### src/rtl/top_k_pkg.sv
// Shared types and helpers for the streaming top-K selector.
// Latency: n/a (declarations only).
// Backpressure: n/a.
package top_k_pkg;

  // Frame phases: accepting samples, then draining ranked results.
  typedef enum logic [1:0] {
    IDLE    = 2'd0,
    COLLECT = 2'd1,
    DRAIN   = 2'd2
  } state_t;

  // Width of a rank number for k tracked ranks, never below one bit.
  function automatic int rank_w(input int k);
    return (k <= 2) ? 1 : $clog2(k);
  endfunction

endpackage

### src/rtl/top_k_slot.sv
// One cell of the sorted top-K array: value, in-frame position and valid flag.
// Latency: load/shift take effect on the next rising clk edge.
// Backpressure: none; the parent decides when the cell loads, shifts or holds.
// Ports: clr empties the cell; load_din captures {din, pos}; shift_in copies the
// cell above (up_*); ge flags a valid held value >= din, so it keeps its rank.
module top_k_slot #(
  parameter int DATA_W = 8,
  parameter int IDX_W  = 8
) (
  input  logic              clk,
  input  logic              rst,
  input  logic              clr,
  input  logic              load_din,
  input  logic              shift_in,
  input  logic [DATA_W-1:0] din,
  input  logic [IDX_W-1:0]  pos,
  input  logic [DATA_W-1:0] up_data,
  input  logic [IDX_W-1:0]  up_idx,
  input  logic              up_valid,
  output logic [DATA_W-1:0] data,
  output logic [IDX_W-1:0]  idx,
  output logic              valid,
  output logic              ge
);

  always_ff @(posedge clk or posedge rst) begin
    if (rst) begin
      data  <= '0;
      idx   <= '0;
      valid <= 1'b0;
    end else if (clr) begin
      data  <= '0;
      idx   <= '0;
      valid <= 1'b0;
    end else if (load_din) begin
      data  <= din;
      idx   <= pos;
      valid <= 1'b1;
    end else if (shift_in) begin
      data  <= up_data;
      idx   <= up_idx;
      valid <= up_valid;
    end
  end

  // Equal counts as "stays": an earlier sample outranks an equal later one.
  assign ge = valid && (data >= din);

endmodule

### src/rtl/top_k_finder.sv
// Streaming top-K selector: keeps the K largest samples of a frame (with their
// positions) sorted, then drains them rank 0 first on a valid/ready stream.
// Latency: one sample per cycle in; rank 0 valid the cycle after the last sample.
// Backpressure: din_ready low while draining; dout_* held while dout_ready is low.
// Ports: din/din_valid/din_last/din_ready sample stream in;
//        dout_data/idx/rank/last/valid/ready ranked stream out.
// Option: TOP_K_DISTINCT_EN drops samples equal to any held value.
module top_k_finder
  import top_k_pkg::*;
#(
  parameter int DATA_W = 8,
  parameter int K      = 4,
  parameter int IDX_W  = 8,
  parameter int RANK_W = rank_w(K)
) (
  input  logic              clk,
  input  logic              rst,
  input  logic [DATA_W-1:0] din,
  input  logic              din_valid,
  input  logic              din_last,
  output logic              din_ready,
  output logic [DATA_W-1:0] dout_data,
  output logic [IDX_W-1:0]  dout_idx,
  output logic [RANK_W-1:0] dout_rank,
  output logic              dout_last,
  output logic              dout_valid,
  input  logic              dout_ready
);

  state_t             state;
  logic [RANK_W-1:0]  r_q;
  logic [IDX_W-1:0]   pos_q;

  logic [DATA_W-1:0]  s_data [K];
  logic [IDX_W-1:0]   s_idx  [K];
  logic [K-1:0]       s_valid;
  logic [K-1:0]       s_ge;
  logic [K-1:0]       s_load;
  logic [K-1:0]       s_shift;
  logic [K:0]         v_ext;

  logic accept, ins, out_hs, drain_done;

  assign din_ready  = (state != DRAIN);
  assign accept     = din_valid && din_ready;
  assign dout_valid = (state == DRAIN);
  assign out_hs     = dout_valid && dout_ready;
  assign drain_done = out_hs && dout_last;

`ifdef TOP_K_DISTINCT_EN
  logic dup;
  always_comb begin
    dup = 1'b0;
    for (int i = 0; i < K; i++) begin
      if (s_valid[i] && (s_data[i] == din)) dup = 1'b1;
    end
  end
  assign ins = accept && !dup;
`else
  assign ins = accept;
`endif

  // The array is sorted with valid entries packed at the top, so s_ge is a
  // prefix mask: the first cell without ge is the insert slot, the ones below
  // it shift down, and the bottom entry falls off. All-ge means the sample drops.
  for (genvar i = 0; i < K; i++) begin : g_slot
    if (i == 0) begin : g_head
      assign s_load[i]  = ins && !s_ge[i];
      assign s_shift[i] = 1'b0;
      top_k_slot #(.DATA_W(DATA_W), .IDX_W(IDX_W)) u_slot (
        .clk(clk), .rst(rst), .clr(drain_done),
        .load_din(s_load[i]), .shift_in(s_shift[i]),
        .din(din), .pos(pos_q),
        .up_data(din), .up_idx(pos_q), .up_valid(1'b0),
        .data(s_data[i]), .idx(s_idx[i]), .valid(s_valid[i]), .ge(s_ge[i])
      );
    end else begin : g_body
      assign s_load[i]  = ins && !s_ge[i] && s_ge[i-1];
      assign s_shift[i] = ins && !s_ge[i] && !s_ge[i-1];
      top_k_slot #(.DATA_W(DATA_W), .IDX_W(IDX_W)) u_slot (
        .clk(clk), .rst(rst), .clr(drain_done),
        .load_din(s_load[i]), .shift_in(s_shift[i]),
        .din(din), .pos(pos_q),
        .up_data(s_data[i-1]), .up_idx(s_idx[i-1]), .up_valid(s_valid[i-1]),
        .data(s_data[i]), .idx(s_idx[i]), .valid(s_valid[i]), .ge(s_ge[i])
      );
    end
  end

  // Entry r is the last one when the entry after it is invalid or absent.
  assign v_ext     = {1'b0, s_valid} >> r_q;
  assign dout_last = dout_valid && !v_ext[1];
  assign dout_data = s_data[r_q];
  assign dout_idx  = s_idx[r_q];
  assign dout_rank = r_q;

  always_ff @(posedge clk or posedge rst) begin
    if (rst) begin
      state <= IDLE;
      r_q   <= '0;
      pos_q <= '0;
    end else begin
      // Saturating position: late samples still rank, all reported at max idx.
      if (accept && (pos_q != '1)) pos_q <= pos_q + 1'b1;
      case (state)
        IDLE:    if (accept) state <= din_last ? DRAIN : COLLECT;
        COLLECT: if (accept && din_last) state <= DRAIN;
        DRAIN: begin
          if (drain_done) begin
            state <= IDLE;
            r_q   <= '0;
            pos_q <= '0;
          end else if (out_hs) begin
            r_q <= r_q + 1'b1;
          end
        end
        default: state <= IDLE;
      endcase
    end
  end

endmodule

### config.mk
export PLATFORM = sky130hd
export DESIGN_NAME = top_k_finder
export DESIGN_NICKNAME = d
export VERILOG_FILES = /design/src/rtl/top_k_pkg.sv /design/src/rtl/top_k_slot.sv /design/src/rtl/top_k_finder.sv
export SDC_FILE = /design/constraint.sdc
export NUM_CORES = 1
export LEC_CHECK = 0
export BUFFER_PORTS_ARGS = -buffer_cell sky130_fd_sc_hd__clkbuf_2
export CELL_PAD_IN_SITES_DETAIL_PLACEMENT = 1
export CELL_PAD_IN_SITES_GLOBAL_PLACEMENT = 2
export CORE_MARGIN = 2
export CORE_UTILIZATION = 30
export DETAILED_ROUTE_END_ITERATION = 10
export PLACE_DENSITY_LB_ADDON = 0.1
export SYNTH_ARGS = -nofsm -noshare
export SYNTH_HDL_FRONTEND = slang
export SYNTH_SLANG_ARGS = --single-unit
### constraint.sdc
create_clock -name clk -period 4.7 [get_ports clk]
set_input_delay 0.47 -clock clk [delete_from_list [all_inputs] [get_ports clk]]
set_output_delay 0.47 -clock clk [all_outputs]
set_load 0.02 [all_outputs]
==> run_summary.xml, run 1 <==
<?xml version="1.0" encoding="UTF-8"?>
<metrics>
  <group name="route">
    <metric name="wirelength" unit="um">15100</metric>
    <metric name="drt_iter0_drc" unit="">169</metric>
    <metric name="post_drt_wl_per_cell" unit="um">20.9</metric>
    <metric name="routed-via-count" unit="">3703</metric>
    <metric name="detail_route.drc_violations" unit="">0</metric>
    <metric name="ant_nets" unit="">0</metric>
    <metric name="first_pass_iters" unit="">4</metric>
    <metric name="via_per_instance_ratio" unit="">5.12</metric>
  </group>
  <group name="cells_and_area">
    <metric name="ratio_of_cells_with_drive_above_1_in_the_final_layout" unit="">0.173</metric>
    <metric name="layout.cells.most_common_list" unit="">100 x sky130_fd_sc_hd__mux2i_1, 93 x sky130_fd_sc_hd__nand2_1, 80 x sky130_fd_sc_hd__dfrtp_1, 33 x sky130_fd_sc_hd__ha_1, 33 x sky130_fd_sc_hd__clkbuf_2</metric>
    <metric name="area_growth_syn_to_layout" unit="%">13.6</metric>
    <metric name="finish.net_count" unit="">545</metric>
    <metric name="n_fill_cell" unit="">1859</metric>
    <metric name="final_cell_area" unit="mm^2">0.00572</metric>
    <metric name="final_cell_count_no_fill" unit="">723</metric>
    <metric name="most_common_cell_after_layout_fill_and_taps_aside" unit="">sky130_fd_sc_hd__mux2i_1</metric>
    <metric name="antenna-diode-count" unit="">0</metric>
  </group>
  <group name="timing">
    <metric name="report.final.slew_viol_count" unit="">0</metric>
    <metric name="finalCriticalPeriod" unit="ns">2.81</metric>
    <metric name="worstMarginPinSlew" unit="ns">0.987</metric>
    <metric name="hold_viol_final" unit="">0</metric>
    <metric name="period_share" unit="">0.598</metric>
    <metric name="worst_slew_margin_rel" unit="">0.339</metric>
    <metric name="setup_viol_count_final" unit="">0</metric>
    <metric name="fmax" unit="MHz">356</metric>
    <metric name="worst_clock_skew" unit="ns">0.00768</metric>
    <metric name="grt_setup_unrepaired" unit="">false</metric>
    <metric name="fin_setup_tns" unit="ns">0</metric>
  </group>
  <group name="clock_tree">
    <metric name="clk_pin_slew_worst_paths" unit="ns">0.06</metric>
    <metric name="tritoncts" unit="">built</metric>
    <metric name="cts_sinks" unit="">80</metric>
    <metric name="clock_tree.buffer_depth" unit="">2</metric>
    <metric name="clock_root_buffer" unit="">sky130_fd_sc_hd__clkbuf_16</metric>
    <metric name="postCtsResizedCells" unit="">0</metric>
    <metric name="clock_tree.htree_level_count" unit="">3</metric>
    <metric name="clock_latency" unit="ns">0.35</metric>
    <metric name="postCtsSetupBuffers" unit="">0</metric>
    <metric name="cts_inserted_buffers" unit="">9</metric>
    <metric name="cts.hold.buffers_added" unit="">0</metric>
  </group>
  <group name="global_route">
    <metric name="grt_pass1_vias" unit="">3960</metric>
    <metric name="antenna_violations_before_repair" unit="">0</metric>
    <metric name="grt_remaining_overflow" unit="">0</metric>
    <metric name="grt_util_all_layers" unit="">0.180</metric>
    <metric name="grt_first_pass_wirelength" unit="um">23900</metric>
    <metric name="grt_start_max_net_pins" unit="">50</metric>
  </group>
  <group name="place">
    <metric name="post_detailed_placement_cell_area" unit="mm^2">0.00541</metric>
    <metric name="finalWeightedCongestion" unit="">0.780</metric>
    <metric name="dpl.hpwl" unit="um">10600</metric>
    <metric name="placement.io_buffers" unit="">33</metric>
    <metric name="dp.cells" unit="">708</metric>
  </group>
  <group name="die">
    <metric name="row_count" unit="">47</metric>
    <metric name="initial_utilization" unit="">0.305</metric>
    <metric name="die_height" unit="um">134</metric>
    <metric name="top_level_ports" unit="">34</metric>
    <metric name="coreArea" unit="mm^2">0.0165</metric>
    <metric name="fp.dieArea" unit="mm^2">0.0178</metric>
    <metric name="width_of_the_die" unit="um">134</metric>
  </group>
  <group name="setup_path">
    <metric name="worst_setup_path_start_kind" unit="">flip-flop</metric>
    <metric name="critPathArrivalTime" unit="ns">2.34</metric>
    <metric name="required" unit="ns">4.23</metric>
    <metric name="critPathMaxFanout" unit="">14</metric>
    <metric name="timing.reg2reg.worst_path_depth" unit="">6</metric>
    <metric name="critical_path_class" unit="">reg2out</metric>
    <metric name="timing.critical_path.to_type" unit="">output pin</metric>
  </group>
  <group name="synthesis">
    <metric name="ys_warn_count" unit="">0</metric>
    <metric name="yosysUniqueCellTypes" unit="">45</metric>
    <metric name="netlist_instances" unit="">475</metric>
    <metric name="post_synth_instance_area" unit="mm^2">0.00504</metric>
    <metric name="synth_seq_cells" unit="">80</metric>
    <metric name="syn_area_per_cell" unit="um^2">10.6</metric>
    <metric name="yosysSeqAreaShare" unit="">0.397</metric>
    <metric name="syn-num-nets" unit="">521</metric>
  </group>
  <group name="power_and_ir_drop">
    <metric name="powerDensity" unit="mW/mm^2">704</metric>
    <metric name="worst_ir_drop_vdd" unit="V">0.000300</metric>
    <metric name="static-leakage-power" unit="uW">0.00285</metric>
  </group>
  <group name="run">
    <metric name="maxCapViolations" unit="">0</metric>
  </group>
  <group name="worst_hold_path">
    <metric name="hp-class" unit="">in2async</metric>
  </group>
  <group name="status">
    <metric name="outcome" unit="">finished, final reports clean</metric>
  </group>
</metrics>
-- final cells by class --
cell class,count,area [um^2],area share
clock inverter,5,82.6,0.0144
inverter,19,72.6,0.0127
sequential,80,2000,0.350
clock buffer,10,229,0.0400
tap,220,275,0.0481
timing repair buffer,44,248,0.0433
multi-input combinational,345,2810,0.491
-- sequential cells by signal (all words and copies together) (netlist names) --
signal	count
g_slot.g_body.u_slot.valid	3
pos_q	8
g_slot.g_body.u_slot.idx	24
g_slot.g_head.u_slot.idx	8
dout_rank	2
g_slot.g_head.u_slot.data	8
g_slot.g_head.u_slot.valid	1
g_slot.g_body.u_slot.data	24
state	2
-- cell families after synthesis --
| kind of cell | after synthesis | synth area share |
|---|---|---|
| simple gates | 132 | 0.110 |
| mux | 116 | 0.270 |
| flops | 80 | 0.397 |
| compound gates | 59 | 0.0785 |
| buf+inv | 50 | 0.0534 |
| fa+ha+maj | 33 | 0.0820 |
| xor+xnor | 5 | 0.00870 |
-- where the power goes --
group	total (uW)	switching, uW	internal, uW
clock network	769	306	464
logic	1940	1100	845
registers	1320	363	955
total	4030	1760	2260
-- cell usage after synthesis --
master,count,area share
sky130_fd_sc_hd__a22oi_4,1,0.0042
sky130_fd_sc_hd__a22oi_1,1,0.0015
sky130_fd_sc_hd__buf_1,2,0.0015
sky130_fd_sc_hd__a41oi_1,3,0.0052
sky130_fd_sc_hd__o22ai_2,1,0.0025
sky130_fd_sc_hd__a221o_1,1,0.0020
sky130_fd_sc_hd__buf_6,4,0.0089
sky130_fd_sc_hd__nand2_1,93,0.069
sky130_fd_sc_hd__a221oi_2,2,0.0060
sky130_fd_sc_hd__nor3_1,1,0.00099
sky130_fd_sc_hd__nand4_1,4,0.0050
sky130_fd_sc_hd__or3_1,2,0.0025
sky130_fd_sc_hd__a22oi_2,1,0.0025
sky130_fd_sc_hd__dfrtp_1,80,0.40
sky130_fd_sc_hd__o21ai_1,2,0.0020
sky130_fd_sc_hd__xnor2_1,3,0.0052
sky130_fd_sc_hd__buf_4,4,0.0060
sky130_fd_sc_hd__buf_12,1,0.0040
sky130_fd_sc_hd__nor2_1,16,0.012
sky130_fd_sc_hd__a21o_1,1,0.0015
sky130_fd_sc_hd__xor2_1,2,0.0035
sky130_fd_sc_hd__nand3_1,7,0.0070
sky130_fd_sc_hd__o21ai_0,29,0.029
sky130_fd_sc_hd__a221oi_1,1,0.0017
sky130_fd_sc_hd__buf_2,13,0.013
sky130_fd_sc_hd__mux4_2,16,0.072
sky130_fd_sc_hd__o22ai_1,1,0.0012
sky130_fd_sc_hd__ha_1,33,0.082
sky130_fd_sc_hd__nor3b_1,3,0.0045
sky130_fd_sc_hd__and3_4,1,0.0022
sky130_fd_sc_hd__clkbuf_1,6,0.0045
sky130_fd_sc_hd__or2_1,1,0.0012
sky130_fd_sc_hd__and3_2,1,0.0015
sky130_fd_sc_hd__nand2b_1,2,0.0025
sky130_fd_sc_hd__mux2i_1,100,0.20
sky130_fd_sc_hd__o211ai_1,3,0.0045
sky130_fd_sc_hd__a21o_2,1,0.0017
sky130_fd_sc_hd__inv_1,18,0.013
sky130_fd_sc_hd__o311ai_1,1,0.0017
sky130_fd_sc_hd__a21oi_1,8,0.0079
sky130_fd_sc_hd__clkbuf_4,1,0.0015
sky130_fd_sc_hd__o311a_1,1,0.0020
sky130_fd_sc_hd__o31ai_1,1,0.0015
sky130_fd_sc_hd__inv_2,1,0.00074
sky130_fd_sc_hd__nor2b_1,1,0.0012
-- metrics by stage --
step           worst slack [ns]  hold WS [ns]   util  power [uW]
2_1_floorplan              2.18         0.425      -        2680
3_3_place_gp               1.69         0.439  0.327        3260
3_5_place_dp               1.65         0.460  0.327        3320
4_1_cts                    1.83         0.313  0.346        4110
5_1_grt                    1.74         0.339  0.346        4330
6_report                   1.89         0.268  0.346        4030
-- routing by layer --
metal,wire length (um),part of all wire,GRT usage
met4,133,0.0088,0.0361
met1,6950,0.46,0.231
met5,0,0,0
met2,7640,0.51,0.310
met3,388,0.026,0.0419
-- critical path, cell delays in order (launching register included) --
cell	delay, ns
sky130_fd_sc_hd__dfrtp_1	0.82
sky130_fd_sc_hd__buf_4	0.41
sky130_fd_sc_hd__mux4_2	0.57
sky130_fd_sc_hd__clkbuf_2	0.18
-- path summary, 6_finish.rpt --
| path | endpoint | slack (ns) | start |
|---|---|---|---|
| max reg2reg | g_slot[3].g_body.u_slot.data[6] | 1.97 | dout_rank[0] |
| min in group clk | g_slot[0].g_head.u_slot.data[7] | 0.39 | din[7] |
| min reg2reg | state[0] | 0.46 | state[1] |
| max | dout_idx[4] | 1.89 | dout_rank[0] |
| min | g_slot[0].g_head.u_slot.idx[5] | 0.27 | rst |
| max in group asynchronous | g_slot[0].g_head.u_slot.idx[7] | 3.43 | rst |
No activity file was read; power rests on OpenSTA's default activity.
==> run 2, diff against run 1 <==
Clock period 4.7 ns to 2.34 ns, I/O delays scaled along.
==> run 2 against run 1 <==
Effect of this change:
- sequential power up 93%
- critical path depth up 3
- routed wire length down 0.91%
- non-clock buffer count up 19
- power up 100%
- clock-buffer cell count up 1
- cell area up 3.1%
- cell count up 2.6%
- clock skew down 0.0027 ns
- first-iteration DRC count down 34%
- via count about the same
- register-to-register slack worse by 1.8 ns
- largest cell class unchanged
==> run_summary.xml, run 2 (synthesis results as in run 1) <==
<?xml version="1.0" encoding="UTF-8"?>
<metrics>
  <group name="status">
    <metric name="outcome" unit="">finished, final reports clean</metric>
  </group>
  <group name="die">
    <metric name="width_of_the_die" unit="um">134</metric>
    <metric name="fp.dieArea" unit="mm^2">0.0178</metric>
    <metric name="die_height" unit="um">134</metric>
    <metric name="coreArea" unit="mm^2">0.0165</metric>
    <metric name="row_count" unit="">47</metric>
    <metric name="initial_utilization" unit="">0.305</metric>
    <metric name="top_level_ports" unit="">34</metric>
  </group>
  <group name="cells_and_area">
    <metric name="n_fill_cell" unit="">1881</metric>
    <metric name="antenna-diode-count" unit="">0</metric>
    <metric name="layout.cells.most_common_list" unit="">100 x sky130_fd_sc_hd__mux2i_1, 93 x sky130_fd_sc_hd__nand2_1, 80 x sky130_fd_sc_hd__dfrtp_1, 33 x sky130_fd_sc_hd__ha_1, 33 x sky130_fd_sc_hd__clkbuf_2</metric>
    <metric name="ratio_of_cells_with_drive_above_1_in_the_final_layout" unit="">0.203</metric>
    <metric name="reg.largest.list" unit="">g_slot.g_body.u_slot.data: 24 flops, g_slot.g_body.u_slot.idx: 24 flops</metric>
    <metric name="area_growth_syn_to_layout" unit="%">17.1</metric>
    <metric name="most_common_cell_after_layout_fill_and_taps_aside" unit="">sky130_fd_sc_hd__mux2i_1</metric>
    <metric name="finish.net_count" unit="">564</metric>
  </group>
  <group name="route">
    <metric name="detail_route.drc_violations" unit="">0</metric>
    <metric name="post_drt_wl_per_cell" unit="um">20.2</metric>
    <metric name="ant_nets" unit="">0</metric>
    <metric name="first_pass_iters" unit="">4</metric>
    <metric name="via_per_instance_ratio" unit="">4.99</metric>
    <metric name="routed-via-count" unit="">3700</metric>
    <metric name="wirelength" unit="um">15000</metric>
    <metric name="drt_iter0_drc" unit="">112</metric>
  </group>
  <group name="setup_path">
    <metric name="timing.critical_path.to_type" unit="">flip-flop</metric>
    <metric name="required" unit="ns">2.60</metric>
    <metric name="stage_delay_of_the_slowest_cell_on_the_critical_path" unit="ns">0.40</metric>
    <metric name="critPathMaxFanout" unit="">5</metric>
    <metric name="critPathArrivalTime" unit="ns">2.44</metric>
    <metric name="timing.critical_path.slowest_stage_cell" unit="">sky130_fd_sc_hd__dfrtp_1</metric>
    <metric name="worst_setup_path_start_kind" unit="">flip-flop</metric>
    <metric name="critical_path_class" unit="">reg2reg</metric>
    <metric name="crit_path_cell_trace" unit="">ha_1, and3_4, a221o_1, a221oi_4, buf_4, mux2i_1</metric>
  </group>
  <group name="clock_tree">
    <metric name="cts_sinks" unit="">80</metric>
    <metric name="clock_latency" unit="ns">0.35</metric>
    <metric name="clk_pin_slew_worst_paths" unit="ns">0.06</metric>
    <metric name="clock_tree.htree_level_count" unit="">3</metric>
    <metric name="postCtsSetupBuffers" unit="">0</metric>
    <metric name="clock_root_buffer" unit="">sky130_fd_sc_hd__clkbuf_16</metric>
    <metric name="tritoncts" unit="">built</metric>
    <metric name="clock_tree.buffer_depth" unit="">2</metric>
    <metric name="cts_inserted_buffers" unit="">9</metric>
  </group>
  <group name="power_and_ir_drop">
    <metric name="worst_ir_drop_vdd" unit="V">0.000562</metric>
    <metric name="static-leakage-power" unit="uW">0.00295</metric>
    <metric name="powerDensity" unit="mW/mm^2">1380</metric>
  </group>
  <group name="timing">
    <metric name="fin_setup_tns" unit="ns">0</metric>
    <metric name="period_share" unit="">0.932</metric>
    <metric name="worst_clock_skew" unit="ns">0.00496</metric>
    <metric name="worst_slew_margin_rel" unit="">0.546</metric>
    <metric name="grt_setup_unrepaired" unit="">false</metric>
    <metric name="setup_viol_count_final" unit="">0</metric>
    <metric name="report.final.slew_viol_count" unit="">0</metric>
    <metric name="hold_viol_final" unit="">0</metric>
    <metric name="finalCriticalPeriod" unit="ns">2.18</metric>
    <metric name="worstMarginPinSlew" unit="ns">0.674</metric>
    <metric name="fmax" unit="MHz">458</metric>
    <metric name="postLayoutSetupSlackWorst" unit="ns">0.159</metric>
  </group>
  <group name="place">
    <metric name="dpl_worst_slack" unit="ns">0.0464</metric>
    <metric name="finalWeightedCongestion" unit="">0.766</metric>
    <metric name="dpl.hpwl" unit="um">10900</metric>
    <metric name="placement.io_buffers" unit="">33</metric>
  </group>
  <group name="global_route">
    <metric name="antenna_violations_before_repair" unit="">0</metric>
    <metric name="grt_remaining_overflow" unit="">0</metric>
    <metric name="grt_pass1_vias" unit="">4162</metric>
    <metric name="grt_first_pass_wirelength" unit="um">24300</metric>
    <metric name="grt_start_max_net_pins" unit="">41</metric>
    <metric name="grt_util_all_layers" unit="">0.181</metric>
  </group>
  <group name="run">
    <metric name="maxCapViolations" unit="">0</metric>
  </group>
  <group name="worst_hold_path">
    <metric name="hp-class" unit="">in2reg</metric>
  </group>
</metrics>
[run 2: cell count changes in the layout (fill, tap and decap cells not counted), sizes merged]
cell	delta
clkinvlp	+2
clkinv	-2
buf	+18
clkbuf	+1
dlygate4sd3	+1
inv	+1
bufinv	-2
[run 2: what timing repair did]
item                                   CTS  global route
endpoints found under the hold margin   29             0
gates resized for setup                  0             2
hold buffers                             1             0
setup endpoints to repair                0            11
[run 2: critical path, delay by kind of cell, from the launching register on]
kind            cells  cell delay, ns
flops               1            0.40
mux                 1            0.21
fa+ha+maj           1            0.31
buf+inv             1            0.23
compound gates      2            0.75
simple gates        1            0.19
[run 2: report_power, final]
part | switching [uW] | leakage [uW] | internal [uW]
clock network | 600 | 0.000134 | 773
logic | 2340 | 0.00179 | 1910
registers | 627 | 0.00103 | 1920
total | 3570 | 0.00295 | 4600
[run 2: per-stage QoR]
stage                     cell area (um^2)  hold slack, ns  power [uW]   util  cells
after floorplan                       5040           0.349        5380      -    475
after global placement                5610           0.311        6780  0.339    726
after detailed placement              5610           0.311        6900  0.339    726
after CTS                             5900           0.143        8330  0.357    742
after global routing                  5900           0.166        8800  0.357    742
final                                 5900           0.154        8170  0.357    742
[run 2: path summary, 6_finish.rpt]
kind | from | endpoint | slack, ns | depth (start not counted)
worst max-delay path | g_slot[3].g_body.u_slot.data[6] | g_slot[3].g_body.u_slot.data[4] | 0.16 | 6
worst min-delay path | din_last | state[1] | 0.15 | 3
worst max register to register | g_slot[3].g_body.u_slot.data[6] | g_slot[3].g_body.u_slot.data[4] | 0.16 | 6
worst min register to register | state[1] | state[0] | 0.46 | 1
max in group asynchronous | rst | g_slot[3].g_body.u_slot.data[6] | 1.12 | 4
min in group asynchronous | rst | g_slot[1].g_body.u_slot.idx[6] | 0.47 | 3
[run 2: final cells by class]
class / count / area, um^2 / share of cell area
clock buffers: 11 / 253 / 0.0429
repair buffers: 63 / 455 / 0.0772
flip-flops and latches: 80 / 2000 / 0.339
clock inverters: 4 / 28.8 / 0.00488
multi-input cells: 345 / 2810 / 0.477
well taps: 220 / 275 / 0.0467
inverters: 19 / 72.6 / 0.0123
[run 2: routing by layer]
layer / share of wire / up-vias / global-route usage
li1: - / 1774 / -
met1: 0.47 / 1880 / 0.235
met2: 0.49 / 34 / 0.313
met3: 0.023 / 12 / 0.0339
met4: 0.0097 / 0 / 0.0402
met5: 0 / - / 0
